<file path="src/rtl/mig_write_coalescer.sv">
// Packs rasterizer pixel writes into MIG-width words with byte strobes.
// Emits one request per word through a single-entry output register.
module mig_write_coalescer #(
    parameter int HRES       = 320,
    parameter int VRES       = 180,
    parameter int PIXEL_W    = 16,
    parameter int WORD_W     = 128,
    parameter int ADDR_W     = 27,
    parameter int IDLE_FLUSH = 16
) (
    input  logic                    clk_in,
    input  logic                    rst_in,
    input  logic [$clog2(HRES)-1:0] hcount,
    input  logic [$clog2(VRES)-1:0] vcount,
    input  logic [PIXEL_W-1:0]      color,
    input  logic                    mask_in,
    input  logic                    frame,
    input  logic                    flush_in,
    input  logic                    valid_in,
    output logic                    rdy_out,
    output logic [ADDR_W-1:0]       addr_out,
    output logic [WORD_W-1:0]       data_out,
    output logic [WORD_W/8-1:0]     strobe_out,
    output logic                    valid_out,
    input  logic                    rdy_in,
    output logic                    dropped_out,
    output logic                    busy_out
);
    localparam int PPW    = WORD_W / PIXEL_W;
    localparam int STRB_W = WORD_W / 8;
    localparam int BPP    = PIXEL_W / 8;
    localparam int LANE_W = (PPW > 1) ? $clog2(PPW) : 1;
    localparam int PIX_W  = ADDR_W + LANE_W;
    localparam int IDLE_W = (IDLE_FLUSH > 0) ? $clog2(IDLE_FLUSH + 1) : 1;

    typedef enum logic {EMPTY, ACC} state_t;

    state_t              state_reg, state_next;
    logic [ADDR_W-1:0]   acc_addr_reg, acc_addr_next;
    logic [WORD_W-1:0]   acc_data_reg, acc_data_next;
    logic [STRB_W-1:0]   acc_strb_reg, acc_strb_next;
    logic                pend_reg, pend_next;
    logic [IDLE_W-1:0]   idle_cnt_reg, idle_cnt_next;
    logic                valid_reg, valid_next;
    logic [ADDR_W-1:0]   addr_reg, addr_next;
    logic [WORD_W-1:0]   data_reg, data_next;
    logic [STRB_W-1:0]   strb_reg, strb_next;
    logic                dropped_reg, dropped_next;

    logic                accept, in_range, pix, lane_last, idle_hit, emit;
    logic [PIX_W-1:0]    pix_index;
    logic [ADDR_W-1:0]   pix_word;
    logic [LANE_W-1:0]   pix_lane;
    logic [PPW-1:0]      lane_hit;
    logic [WORD_W-1:0]   fresh_data, merge_data, emit_data;
    logic [STRB_W-1:0]   fresh_strb, merge_strb, emit_strb;
    logic [ADDR_W-1:0]   emit_addr;

    assign rdy_out     = !valid_reg || rdy_in;
    assign valid_out   = valid_reg;
    assign addr_out    = addr_reg;
    assign data_out    = data_reg;
    assign strobe_out  = strb_reg;
    assign dropped_out = dropped_reg;
    assign busy_out    = (state_reg == ACC) || valid_reg;

    assign accept   = valid_in && rdy_out;
    assign in_range = (32'(hcount) < HRES) && (32'(vcount) < VRES);
    assign pix      = accept && in_range;

    // Linear pixel index; PPW is a power of two, so word/lane are a bit split.
    assign pix_index = PIX_W'(hcount) + PIX_W'(vcount) * PIX_W'(HRES)
                     + (frame ? PIX_W'(HRES * VRES) : PIX_W'(0));
    assign pix_word  = pix_index[PIX_W-1:LANE_W];
    assign pix_lane  = pix_index[LANE_W-1:0];
    assign lane_last = (pix_lane == LANE_W'(PPW - 1));
    assign idle_hit  = (IDLE_FLUSH != 0) && (idle_cnt_reg >= IDLE_W'(IDLE_FLUSH));

    genvar gi;
    generate
        for (gi = 0; gi < PPW; gi++) begin : g_lane
            assign lane_hit[gi] = (pix_lane == LANE_W'(gi));
            assign fresh_data[gi*PIXEL_W +: PIXEL_W] = lane_hit[gi] ? color : '0;
            assign merge_data[gi*PIXEL_W +: PIXEL_W] =
                lane_hit[gi] ? color : acc_data_reg[gi*PIXEL_W +: PIXEL_W];
            assign fresh_strb[gi*BPP +: BPP] = {BPP{lane_hit[gi] && mask_in}};
        end
    endgenerate

    assign merge_strb = acc_strb_reg | fresh_strb;

    always_comb begin
        state_next    = state_reg;
        acc_addr_next = acc_addr_reg;
        acc_data_next = acc_data_reg;
        acc_strb_next = acc_strb_reg;
        pend_next     = pend_reg;
        emit          = 1'b0;
        emit_addr     = acc_addr_reg;
        emit_data     = acc_data_reg;
        emit_strb     = acc_strb_reg;
        if (rdy_out) begin
            if (state_reg == EMPTY) begin
                if (pix) begin
                    if (lane_last || flush_in) begin
                        emit      = 1'b1;
                        emit_addr = pix_word;
                        emit_data = fresh_data;
                        emit_strb = fresh_strb;
                    end else begin
                        state_next    = ACC;
                        acc_addr_next = pix_word;
                        acc_data_next = fresh_data;
                        acc_strb_next = fresh_strb;
                        pend_next     = 1'b0;
                    end
                end
            end else if (pix && (pix_word != acc_addr_reg)) begin
                // Output slot taken by the old word; a completed new word waits a cycle.
                emit          = 1'b1;
                acc_addr_next = pix_word;
                acc_data_next = fresh_data;
                acc_strb_next = fresh_strb;
                pend_next     = lane_last;
            end else if (pix) begin
                if (lane_last || flush_in || pend_reg) begin
                    emit       = 1'b1;
                    emit_data  = merge_data;
                    emit_strb  = merge_strb;
                    state_next = EMPTY;
                    pend_next  = 1'b0;
                end else begin
                    acc_data_next = merge_data;
                    acc_strb_next = merge_strb;
                end
            end else if (flush_in || pend_reg || idle_hit) begin
                emit       = 1'b1;
                state_next = EMPTY;
                pend_next  = 1'b0;
            end
        end
    end

    always_comb begin
        idle_cnt_next = idle_cnt_reg;
        if (accept || state_next == EMPTY || IDLE_FLUSH == 0)
            idle_cnt_next = '0;
        else if (!idle_hit)
            idle_cnt_next = idle_cnt_reg + 1'b1;
    end

    always_comb begin
        valid_next   = valid_reg;
        addr_next    = addr_reg;
        data_next    = data_reg;
        strb_next    = strb_reg;
        dropped_next = accept && !in_range;
        if (rdy_out) begin
            // A word with no enabled byte is silently discarded.
            valid_next = emit && (|emit_strb);
            if (emit && (|emit_strb)) begin
                addr_next = emit_addr;
                data_next = emit_data;
                strb_next = emit_strb;
            end
        end
    end

    always_ff @(posedge clk_in) begin
        if (!rst_in) begin
            state_reg    <= EMPTY;
            acc_addr_reg <= '0;
            acc_data_reg <= '0;
            acc_strb_reg <= '0;
            pend_reg     <= 1'b0;
            idle_cnt_reg <= '0;
            valid_reg    <= 1'b0;
            addr_reg     <= '0;
            data_reg     <= '0;
            strb_reg     <= '0;
            dropped_reg  <= 1'b0;
        end else begin
            state_reg    <= state_next;
            acc_addr_reg <= acc_addr_next;
            acc_data_reg <= acc_data_next;
            acc_strb_reg <= acc_strb_next;
            pend_reg     <= pend_next;
            idle_cnt_reg <= idle_cnt_next;
            valid_reg    <= valid_next;
            addr_reg     <= addr_next;
            data_reg     <= data_next;
            strb_reg     <= strb_next;
            dropped_reg  <= dropped_next;
        end
    end
endmodule

</file>
<file path="config.mk">
export PLATFORM = sky130hd
export DESIGN_NAME = mig_write_coalescer
export DESIGN_NICKNAME = d
export VERILOG_FILES = /design/src/rtl/mig_write_coalescer.sv
export SDC_FILE = /design/constraint.sdc
export NUM_CORES = 1
export LEC_CHECK = 0
export ABC_AREA = 1
export CELL_PAD_IN_SITES_DETAIL_PLACEMENT = 2
export CELL_PAD_IN_SITES_GLOBAL_PLACEMENT = 2
export CORE_MARGIN = 2
export CORE_UTILIZATION = 25
export CTS_CLUSTER_DIAMETER = 80
export CTS_CLUSTER_SIZE = 25
export DETAILED_ROUTE_END_ITERATION = 16
export PLACE_DENSITY = 0.69
export REMOVE_ABC_BUFFERS = 1
export SETUP_SLACK_MARGIN = 0.02
export SLEW_MARGIN = 20
export SYNTH_ARGS = -nofsm -noshare
export SYNTH_HDL_FRONTEND = slang
export SYNTH_SLANG_ARGS = --single-unit
export TNS_END_PERCENT = 20
</file>
<file path="constraint.sdc">
create_clock -name clk_in -period 8.6 [get_ports clk_in]
set_input_delay 2.58 -clock clk_in [delete_from_list [all_inputs] [get_ports clk_in]]
set_output_delay 2.58 -clock clk_in [all_outputs]
set_load 0.02 [all_outputs]
</file>
==> flow_metrics.tcl, run 1 <==
set metrics [dict create \
    max_stage_delay_ns 0.51 \
    fp.dieW_um 291 \
    clkPwrFrac 0.320 \
    clock_skew_ns 0.0277 \
    fin_crit_ns 7.61 \
    synth_cells 3429 \
    power_frac_comb 0.339 \
    cp_data_required_time_ns 9.07 \
    drt_iter0_drc 820 \
    path_max_fanout 153 \
    async_reset_ff_frac 0 \
    hold_buffers 0 \
    synth_compound_area_frac 0.275 \
    intPower_mw 3.29 \
    die_h_um 291 \
    crit_arrival_ns 8.08 \
    cts_tree "done" \
    htree_levels 2 \
    whs_ns 0.477 \
    stdcell_count 4557 \
    cts_resized 0 \
    clk_pin_slew_worst_paths_ns 0.07 \
    postCtsSetupRepairBufs 0 \
    grt_max_degree 154 \
    synth_top_family_by_area "compound AO/OA/AOI/OAI gates" \
    antenna_found_initial 2 \
    cpMaxStageDelayCell "clkdlybuf4s50_1" \
    ant_nets 0 \
    power_density_mw_per_mm2 217 \
    syn_area_sq_mm 0.0207 \
    clk_latency_ns 0.57 \
    ys.flop_type "dfxtp_1" \
    yosys.area_share.simple 0.250 \
    switchingPower_mw 2.04 \
    power_frac_seq 0.341 \
    crit_path_start_kind "primary input" \
    cpMostUsedCell "ha_1" \
    rsz0062_at_grt "no" \
    max_slew_margin 0.372 \
    critical_path_class "primary input to register" \
    setup_violations 0 \
    globalplace.congestion 0.741 \
    maxCapViolations 0 \
    via_count 22400 \
    dpl_worst_slack_ns 0.382 \
    grt_first_pass_wirelength_um 132000 \
    critPathTopFamily "simple AND/OR/NAND/NOR gates" \
    setup_tns_ns 0 \
    portBuffers 202 \
    cts_buffer_depth 3 \
    status "completed" \
    synth_edf_count 0 \
    via_per_inst 4.91 \
    avgSynthCellArea_sq_um 6.03 \
    sw_frac_of_total 0.383 \
    drt_wl_total_um 82300 \
    crit_path_end_kind "register" \
    synth_seq_area_share 0.317 \
    dieArea_sq_mm 0.0850 \
    wl_per_cell_um 18.1 \
    synth-warning-count 0 \
    numCtsBuffers 35 \
    grt_usage 0.191 \
    setup_slack_ns 0.985 \
    drive_gt1_frac 0.0476 \
    nNetsFinal 3528 \
    area_delta_synth_final_pct 19.0 \
    worst_hold_path_type "register to register" \
    firstDrtPassIters 4 \
    ys_ff_latch 327 \
    ioPinCount 215 \
    total_power_mw 5.33 \
    synth_xor_area_frac 0.00430 \
    synthMuxAreaShare 0 \
    grt_pass1_vias 23600 \
    cts.sinks 327 \
    maxSlewViolCount 0 \
    leakage_nw 10.3 \
    synth_adder_area_share 0.0180 \
    finalHoldViolCount 0 \
    num-fill-cells 10100 \
    peakVddDrop_v 0.000107 \
    fin_crit_sh 0.885 \
    path_buf_inv 4 \
    yosysUniqueCellTypes 46 \
    start_util 0.252 \
    hpwl_um 52100 \
    cts_root_buf "clkbuf_16" \
    fp.coreArea_sq_mm 0.0820 \
    num_rows 105 \
    fmax_mhz 131 \
    worst_pin_slew_ns 0.942 \
    overflow 0 \
    dp.cells 4491 \
    drc 0 \
]
## final cells by class
cell class,count,area (sq um),share of cell area
flip-flops and latches,327,6550,0.266
clock inverters,21,265,0.0108
clock buffers,41,971,0.0395
multi-input cells,2435,11400,0.465
repair buffers,242,2450,0.0995
inverters,419,1580,0.0644
diodes,2,5.00,0.000204
well taps,1070,1340,0.0544
## routing by layer
metal	global-route usage	routed length [um]	vias to the layer above
li1	-	-	11100
met1	0.250	39800	11000
met2	0.334	39000	231
met3	0.0227	2030	78
met4	0.0453	1490	2
met5	0	7	-
## synthesized netlist by cell type, types with 25 or more instances
master | count | share of area
a21oi_1 | 483 | 0.12
buf_2 | 55 | 0.013
ha_1 | 25 | 0.015
dfxtp_1 | 327 | 0.32
buf_4 | 42 | 0.015
nand2_1 | 690 | 0.13
nand3_1 | 112 | 0.027
o21ai_0 | 525 | 0.13
nor2_1 | 450 | 0.082
clkbuf_1 | 135 | 0.025
a211oi_1 | 25 | 0.0091
inv_1 | 400 | 0.073
## worst reg2reg max path, stage by stage (launching register included)
cell and delay [ns]:
dfxtp_1 0.32, inv_1 0.07, nor2_1 0.07, inv_2 0.15, nand2_1 0.18, nor2_8 0.25, inv_2 0.30, nor2_4 0.20
clkinv_2 0.58, a21oi_1 0.41, nand2_1 0.08, nand2_1 0.16, nand3_1 0.09, nor2_1 0.19, nand3_4 0.26, nand2_4 0.24
buf_12 0.33, nand2_1 0.26, nand2_1 0.10, nor2_1 0.05
## logic make-up (layout without fill, tap and decap cells)
| logic type | Yosys count | count (layout) |
|---|---|---|
| AND/OR/NAND/NOR | 1297 | 1297 |
| other | 1 | 14 |
| adder cells (fa/ha/maj) | 28 | 28 |
| XOR/XNOR | 7 | 7 |
| buffers and inverters | 678 | 723 |
| AO/OA/AOI/OAI | 1091 | 1091 |
| flip-flops | 327 | 327 |
## path summary, 6_finish.rpt
path	endpoint	cells after the start	startpoint	slack [ns]
worst max-delay path	acc_data_reg[47]	28	vcount[3]	0.99
worst min register to register	pend_reg	2	pend_reg	0.48
worst min-delay path	pend_reg	2	pend_reg	0.48
worst max register to register	data_out[53]	19	valid_out	4.21
## power by group through the flow
stage	Sequential, mW	Clock (mW)	Combinational, mW
CTS	1.83	1.78	1.85
finish	1.82	1.71	1.81
floorplan	2.01	0	0.956
detailed placement	1.86	0	1.83
global placement	1.86	0	1.80
global route	1.85	1.82	2.04
## cell usage in the layout (no fill, tap or decap), types with 5 or more instances in the layout
cell / Yosys / final
a21boi_0: 7 / 7
clkinv_1: 6 / 5
dfxtp_1: 327 / 326
nand2_2: 7 / 6
nand2_1: 690 / 689
a31oi_1: 7 / 7
nor2_1: 450 / 448
clkbuf_16: 0 / 37
clkdlybuf4s50_1: 0 / 201
clkinv_4: 0 / 6
inv_2: 13 / 11
o21ai_0: 525 / 525
inv_6: 0 / 6
inv_1: 400 / 400
nor2_4: 3 / 5
o22ai_1: 5 / 5
ha_1: 25 / 25
nand3_1: 112 / 112
conb_1: 1 / 12
buf_4: 42 / 31
nor3_1: 10 / 6
a211oi_1: 25 / 25
a21oi_2: 20 / 20
nand4_1: 11 / 11
a21oi_1: 483 / 483
buf_12: 0 / 8
## stage by stage
| step | area (sq um) | util |
|---|---|---|
| floorplan | 19500 | - |
| global placement | 23300 | 0.284 |
| detailed placement | 23300 | 0.284 |
| CTS | 24500 | 0.299 |
| global route | 24600 | 0.300 |
| finish | 24600 | 0.300 |
Note: power is estimated with default switching activity, not from simulation.
==> run 2, diff against run 1 <==
Settings changed: ABC_CLOCK_PERIOD_IN_PS from default to 8600, CORE_ASPECT_RATIO from default to 0.8.
==> run 2 against run 1 <==
  * Critical path depth stayed put
  * Combinational power is essentially flat
  * Clock-buffer cell count shrank 8
  * Die area hardly changed
  * First-iteration DRC count increased by 7.2%
  * Utilization fell by 0.24 points
  * Via count about the same
  * Register-to-register slack better by 0.07 ns
  * Routed wire length up 1.4%
  * Total power fell by 3.8%
  * Largest cell class unchanged
  * Largest power group unchanged
  * Highest routed layer unchanged
==> flow_metrics.tcl, run 2 (same netlist as run 1, synthesis figures left out) <==
set metrics [dict create \
    path_max_fanout 44 \
    clk_pin_slew_worst_paths_ns 0.09 \
    drc 0 \
    fp.dieW_um 325 \
    grt_max_degree 178 \
    postCtsSetupRepairBufs 0 \
    max_slew_margin 0.228 \
    portBuffers 202 \
    crit_path_start_kind "primary input" \
    num_rows 94 \
    maxCapViolations 0 \
    worst_hold_path_type "register to register" \
    grt_usage 0.191 \
    overflow 0 \
    peakVddDrop_v 0.000150 \
    cts_buffer_depth 3 \
    dieArea_sq_mm 0.0850 \
    clk_latency_ns 0.62 \
    firstDrtPassIters 5 \
    stdcell_count 4580 \
    crit_path_end_kind "register" \
    rsz0062_at_grt "no" \
    numCtsBuffers 30 \
    grt_first_pass_wirelength_um 132000 \
    globalplace.congestion 0.766 \
    fp.coreArea_sq_mm 0.0821 \
    grt_pass1_vias 23200 \
    drt_iter0_drc 879 \
    htree_levels 1 \
    num-fill-cells 10000 \
    cts.sinks 327 \
    cts_tree "done" \
    fmax_mhz 130 \
    leakage_nw 10.2 \
    hold_buffers 0 \
    antenna_found_initial 4 \
    cp_data_required_time_ns 9.06 \
    nNetsFinal 3521 \
    fin_crit_ns 7.67 \
    status "completed" \
    area_delta_synth_final_pct 18.2 \
    worst_pin_slew_ns 1.15 \
    maxSlewViolCount 0 \
    via_count 22400 \
    wl_per_cell_um 18.2 \
    die_h_um 261 \
    finalHoldViolCount 0 \
    dp.cells 4525 \
    final_cell_mix "689 x nand2_1, 525 x o21ai_0, 483 x a21oi_1, 448 x nor2_1, 400 x inv_1" \
    crit_arrival_ns 8.12 \
    setup_violations 0 \
    drt_wl_total_um 83500 \
    cts_root_buf "clkbuf_16" \
    hpwl_um 53500 \
    final_common_cell "nand2_1" \
    cts_resized 0 \
    ioPinCount 215 \
    power_density_mw_per_mm2 210 \
    fin_crit_sh 0.892 \
    drive_gt1_frac 0.0452 \
    via_per_inst 4.88 \
    start_util 0.252 \
    clock_skew_ns 0.0256 \
    critical_path_class "primary input to register" \
    total_power_mw 5.13 \
    ant_nets 0 \
]
run 2: changes by cell type in the layout (fill, tap and decap cells not counted), sizes merged:
cell,before,now
bufinv,4,1
diode,2,1
clkinv,16,13
clkinvlp,2,1
clkbuf,41,33
buf,41,39
inv,418,425
run 2: report_power, final:
group / internal [mW] / switching (mW) / leakage, nW
clock network: 0.732 / 0.765 / 0.511
registers: 1.69 / 0.125 / 2.66
logic: 0.650 / 1.17 / 7.00
total: 3.08 / 2.06 / 10.2
run 2: layout make-up:
type | instances | area (sq um) | area share
clock buffer | 33 | 793 | 0.0325
sequential | 327 | 6550 | 0.268
multi-input combinational | 2435 | 11400 | 0.468
tap | 1104 | 1380 | 0.0566
timing repair buffer | 240 | 2450 | 0.100
antenna | 1 | 2.50 | 0.000102
inverter | 419 | 1580 | 0.0646
clock inverter | 21 | 243 | 0.00994
run 2: worst paths after layout:
check | startpoint | to | slack [ns] | cells past startpoint
setup / recovery | vcount[3] | acc_data_reg[73] | 0.93 | 28
hold / removal | pend_reg | pend_reg | 0.48 | 2
setup reg to reg | valid_out | data_out[77] | 4.28 | 19
hold reg to reg | pend_reg | pend_reg | 0.48 | 2
run 2: through the flow:
stage	TNS, ns	hold slack, ns	instance area [sq um]	util	worst slack [ns]
after floorplan	-519.28	0.444	19500	-	-3.88
after global routing	0	0.506	24400	0.298	0.397
after CTS	0	0.480	24400	0.298	0.987
after detailed placement	0	0.466	23400	0.285	0.349
after global placement	0	0.462	23400	0.285	0.474
final	0	0.481	24400	0.298	0.930
run 2: worst max-delay path, cell delays in order:
cell	delay, ns
clkdlybuf4s50_1	0.52
ha_1	0.25
ha_1	0.22
fa_1	0.47
a21oi_1	0.13
o21ai_0	0.13
a21o_1	0.19
a21oi_1	0.15
xor2_1	0.16
ha_1	0.25
ha_1	0.33
inv_1	0.07
nor2_1	0.10
nand4_1	0.16
nand3_1	0.16
nand3_1	0.15
nand3_2	0.16
nor2_8	0.07
nand2_2	0.12
nand2_2	0.11
nand2_8	0.08
inv_2	0.10
nand2_1	0.17
nand2_8	0.16
inv_2	0.72
o211ai_1	0.19
o21ai_0	0.14
nor2_1	0.06
run 2: per-layer routing:
| layer | track usage | routed length (um) | up-vias |
|---|---|---|---|
| met4 | 0.0250 | 911 | 6 |
| met1 | 0.262 | 42000 | 11000 |
| li1 | - | - | 11100 |
| met2 | 0.332 | 38500 | 191 |
| met5 | 0 | 33 | - |
| met3 | 0.0192 | 1930 | 52 |
